$ cat src/rtl/fpu_seq.sv
`timescale 1ns/1ps
`default_nettype none
// +----------------------------------------------------------------------------+
// | fpu_seq : EX-stage sequencer for the multi-cycle single-precision FPU.    |
// |           Enables the FPU for the op latency, stalls, hands off result.   |
// | Revision: 1.0                                                             |
// +----------------------------------------------------------------------------+
module fpu_seq #(
  parameter int width    = 32,
  parameter int LAT_ADD  = 7,
  parameter int LAT_MUL  = 5,
  parameter int LAT_DIV  = 6,
  parameter int LAT_CMP  = 1,
  parameter int LAT_SQRT = 16,
  parameter int LAT_CVT  = 6
) (
  input  logic             clock,
  input  logic             clear,
  input  logic             ex_fp_valid,
  input  logic             flush,
  input  logic [3:0]       fpuOp,
  input  logic [width-1:0] fpu_result,
  output logic             fpu_sel,
  output logic             fpu_stall,
  output logic             fpu_done,
  output logic [width-1:0] wb_result
);

  typedef enum logic [1:0] {
    ST_IDLE = 2'd0,
    ST_RUN  = 2'd1,
    ST_DONE = 2'd2
  } state_t;

  state_t           state_q;
  logic [4:0]       cnt_q;
  logic [width-1:0] res_q;

  logic [4:0] w_lat;
  logic       w_req;
  logic       w_issue;
  logic       w_bypass;
  logic       w_run;

  always_comb begin
    w_lat = 5'd0;
    case (fpuOp)
      4'b0000, 4'b0001: w_lat = 5'(LAT_ADD);
      4'b0010:          w_lat = 5'(LAT_MUL);
      4'b0011:          w_lat = 5'(LAT_DIV);
      4'b0101, 4'b0111: w_lat = 5'(LAT_CMP);
      4'b0110:          w_lat = 5'(LAT_SQRT);
      4'b1000, 4'b1001: w_lat = 5'(LAT_CVT);
      default:          w_lat = 5'd0;
    endcase
  end

  // Issue and flush must act in the same cycle, so these outputs are decoded
  // combinationally from the registered state and the current EX inputs.
  assign w_req    = (state_q == ST_IDLE) && ex_fp_valid && !flush;
  assign w_issue  = w_req && (w_lat != 5'd0);
  assign w_bypass = w_req && (w_lat == 5'd0);
  assign w_run    = (state_q == ST_RUN) && !flush;

  assign fpu_sel   = w_issue | w_run;
  assign fpu_stall = w_issue | w_run;
  assign fpu_done  = w_bypass | (state_q == ST_DONE);
  assign wb_result = w_bypass ? fpu_result : res_q;

  always_ff @(posedge clock) begin
    if (clear) begin
      state_q <= ST_IDLE;
      cnt_q   <= 5'd0;
      res_q   <= '0;
    end else begin
      case (state_q)
        ST_IDLE: begin
          if (w_issue) begin
            cnt_q   <= w_lat - 5'd1;
            state_q <= ST_RUN;
          end
        end
        ST_RUN: begin
          if (flush) begin
            state_q <= ST_IDLE;
          end else if (cnt_q != 5'd0) begin
            cnt_q <= cnt_q - 5'd1;
          end else begin
            res_q   <= fpu_result;
            state_q <= ST_DONE;
          end
        end
        // The EX instruction is still the one completing, so no re-issue here.
        ST_DONE: state_q <= ST_IDLE;
        default: state_q <= ST_IDLE;
      endcase
    end
  end

endmodule
`default_nettype wire
$ cat config.mk
export PLATFORM = sky130hd
export DESIGN_NAME = fpu_seq
export DESIGN_NICKNAME = d
export VERILOG_FILES = /design/src/rtl/fpu_seq.sv
export SDC_FILE = /design/constraint.sdc
export NUM_CORES = 1
export LEC_CHECK = 0
export ABC_AREA = 1
export CAP_MARGIN = 20
export CORE_UTILIZATION = 45
export DETAILED_ROUTE_END_ITERATION = 12
export GPL_TIMING_DRIVEN = 0
export PLACE_DENSITY = 0.85
export SLEW_MARGIN = 40
export SYNTH_ARGS = -nofsm -noshare
export SYNTH_HDL_FRONTEND = slang
export SYNTH_SLANG_ARGS = --single-unit
$ cat constraint.sdc
create_clock -name clock -period 2.2 [get_ports clock]
set_input_delay 0.33 -clock clock [delete_from_list [all_inputs] [get_ports clock]]
set_output_delay 0.33 -clock clock [all_outputs]
set_load 0.01 [all_outputs]
==> run_results.csv <==
group,metric,value,unit
outcome,status,"finished, final reports clean",
pwr,p_leak,1.57,nW
logic_synthesis,ys_types,25,
setup_path,cp.depth,9,
clock_tree,htreeDepth,2,
timing,slew_violations,0,
logic_synthesis,synth_top_family_by_area,"simple AND/OR/NAND/NOR gates",
pwr,power.total,0.00159,W
setup_path,cp.arrival,1.78,ns
setup_path,worst_r2r_path_depth,10,
setup_path,reg2reg_slack,0.73,ns
logic_synthesis,synth_compound_area_frac,0.110,
clock_tree,cts.clk_slew.worst_paths,0.07,ns
cells_and_area,regArea,781,um2
floorplan,die_area,4810,um2
floorplan,die_w,69.4,um
setup_path,cp-end-kind,"output port",
clock_tree,cts_made_buffers,5,
route,final_antenna_net_count,0,
setup_path,slowest_delay,0.48,ns
logic_synthesis,synth-simple-area-share,0.420,
timing,setup_violations,0,
route,viasPerCell,4.93,
clock_tree,clockBufferDepth,2,
timing,period_share,0.959,
setup_path,cp_slowest_cell,"clkdlybuf4s50_1",
cells_and_area,area_growth,46.0,%
route,routedWlPerCell,11.1,um
timing,finalClockSkew,0.00295,ns
setup_path,cp_cell_sequence,"clkdlybuf4s50_1, nand2_2, nor3_4, buf_6, inv_2, buf_6, nand2_1, nand2_1, dlygate4sd2_1",
logic_synthesis,yosys-top-cells-area,"dfxtp_1 38%, nand2_1 23%, nor2_1 13%",
logic_synthesis,syn-num-nets,373,
route,via_count,2323,
cells_and_area,multi_input_area,1100,um2
grt,groute.usage.overall,0.225,
cells_and_area,antenna_cells,0,
grt,overflow,0,
floorplan,rows,24,
floorplan,start_util,0.469,
logic_synthesis,yosys_warnings,0,
setup_path,crit_end,"wb_result[27]",
setup_path,path_delay_family,"buffers and inverters",
floorplan,die_y,69.4,um
place,routabilityCongestion,0.851,
logic_synthesis,synth_seq_area_share,0.382,
logic_synthesis,synth_top_flop_cell,"dfxtp_1",
timing,fin_crit,2.11,ns
pwr,power_density,532,nW/um2
route,dr.pass1.iters,4,
logic_synthesis,ys_ff_latch,39,
hold_path,hold_path.class,"reg -> reg",
route,finalWirelength,5230,um
setup_path,path_max_fanout,10,
route,drc,0,
timing,final_hold_viol_count,0,
floorplan,core_area,4350,um2
logic_synthesis,yosys.area_share.adder,0.00613,
setup_path,path_buf_inv,5,
setup_path,startpoint,"ex_fp_valid",
route,drt_first_iter_violations,194,
timing,finalSetupTns,0,ns
clock_tree,cts_root_buf,"clkbuf_8",
grt,grt_pass1_wl,8970,um
logic_synthesis,syn-mean-instance-area,6.15,um2
timing,fmax,0.474,GHz
grt,antenna_found_initial,0,
cells_and_area,fill_cells,371,
logic_synthesis,synth-edff-count,0,
floorplan,ios,75,
clock_tree,cts_tree,"done",
setup_path,worstPathRequired,1.87,ns
logic_synthesis,syn_area,2040,um2
clock_tree,insertion_delay,0.28,ns
logic_synthesis,synth.area.mux_share,0,
place,io_buffer_count,74,
timing,worstMarginPinSlew,0.348,ns
place,dp.final_hpwl,3790,um
cells_and_area,fin_util,0.685,
grt,grt_pass1_vias,2086,
grt,grt_max_degree,12,
logic_synthesis,yosysTopAreaCellShare,0.382,
timing,rsz0062_at_grt,"false",
setup_path,rr_startpoint,"state_q[0]$_SDFFE_PP0P_",
pwr,peakVddDrop,0.000440,V
logic_synthesis,async_reset_ff_frac,0,
logic_synthesis,syn_inst,332,
flow_run,cap_violations,0,
clock_tree,postCtsHoldBufs,0,
timing,fin_ws,0.0906,ns
setup_path,worstReg2RegEnd,"cnt_q[4]$_SDFFE_PP0P_",
timing,slew_headroom,0.768,
logic_synthesis,synth.largest_area_cell,"dfxtp_1",
cells_and_area,fin_nets,459,
logic_synthesis,synthXorXnorAreaFrac,0,
place,post-place-ws,-0.497,ns
cells_and_area,drive_gt1_frac,0.110,
clock_tree,clock-sinks,39,
setup_path,path_class,"in -> out",
setup_path,cp-start-kind,"input port",
==> synthesized netlist by cell type (2+ instances only) <==
master	instances
dfxtp_1	39
nand3_1	8
or2_2	2
inv_2	6
o21ai_0	34
o21ai_1	5
inv_1	12
clkbuf_1	2
a21oi_1	3
nor2_1	73
buf_2	9
nand2_2	2
nand2_1	123
buf_6	3
==> state kept, by name, summed over array words and instances, names as in the netlist <==
| signal | flops |
|---|---|
| state_q | 2 |
| cnt_q | 5 |
| res_q | 32 |
==> worst min-delay path by stage <==
stage | from | endpoint | slack, ns | cells past startpoint
floorplan | clear | state_q[0]$_SDFFE_PP0P_ | 0.40 | 1
global placement | res_q[27]$_SDFFE_PP0P_ | res_q[27]$_SDFFE_PP0P_ | 0.48 | 2
detailed placement | res_q[31]$_SDFFE_PP0P_ | res_q[31]$_SDFFE_PP0P_ | 0.49 | 2
CTS | res_q[31]$_SDFFE_PP0P_ | res_q[31]$_SDFFE_PP0P_ | 0.51 | 2
global route | res_q[31]$_SDFFE_PP0P_ | res_q[31]$_SDFFE_PP0P_ | 0.53 | 2
finish | res_q[31]$_SDFFE_PP0P_ | res_q[31]$_SDFFE_PP0P_ | 0.50 | 2
==> worst min-delay path, cell delays in order, from the launching register on <==
cell,delay [ns]
dfxtp_1,0.33
o21ai_1,0.07
nor2_1,0.07
==> logic make-up (layout without fill, tap and decap cells) <==
kind of cell    count (synthesis)  after routing
buf+inv                        34            121
simple gates                  214            214
fa+ha+maj                       1              1
compound gates                 44             44
flops                          39             39
==> per-stage QoR <==
stage               hold slack, ns  instance area [um2]  std cells
floorplan                    0.402                 2040        332
global placement             0.480                 2850        458
global route                 0.530                 2980        471
finish                       0.501                 2980        471
detailed placement           0.486                 2850        458
CTS                          0.506                 2990        471
==> final cells by class <==
type	instances	area share
Tap cell	52	0.0218
Clock buffer	8	0.0336
Multi-Input combinational cell	259	0.369
Sequential cell	39	0.262
Timing Repair Buffer	79	0.252
Inverter	18	0.0227
Buffer	16	0.0390
==> cells in the final DEF, fill, tap and decap left out, types with 2 or more instances in the layout <==
master / netlist / routed
or2_2: 2 / 2
nand2_2: 2 / 4
buf_2: 9 / 6
inv_2: 6 / 6
inv_1: 12 / 12
clkdlybuf4s50_1: 0 / 35
nand2_1: 123 / 121
clkbuf_2: 0 / 3
nand3_1: 8 / 8
nor2_1: 73 / 73
dlymetal6s2s_1: 0 / 2
clkbuf_8: 0 / 7
o21ai_1: 5 / 5
clkbuf_1: 2 / 3
dfxtp_1: 39 / 39
o21ai_0: 34 / 34
clkdlybuf4s15_1: 0 / 15
buf_4: 1 / 5
a21oi_1: 3 / 3
buf_6: 3 / 7
dlygate4sd2_1: 0 / 18
==> timing repair <==
action                                  in CTS  in global routing
endpoints found under the setup margin      34                 34
resized for setup                           63                  8
setup buffers                                5                  0
pin swaps                                    2                  2
==> power breakdown <==
group	leakage, nW	total (W)	switching (W)	internal [W]
combinational	1.20	0.000324	0.000162	0.000162
clock	0.0515	0.000520	0.000234	0.000286
sequential	0.316	0.000743	0.0000129	0.000730
==> layer usage <==
metal | global-route usage | share of wire | vias up
li1 | - | - | 1201
met1 | 0.291 | 0.45 | 1054
met2 | 0.374 | 0.48 | 59
met3 | 0.0334 | 0.045 | 9
met4 | 0.0884 | 0.018 | 0
met5 | 0 | 0 | -
Power figures use the tool's default switching activity.
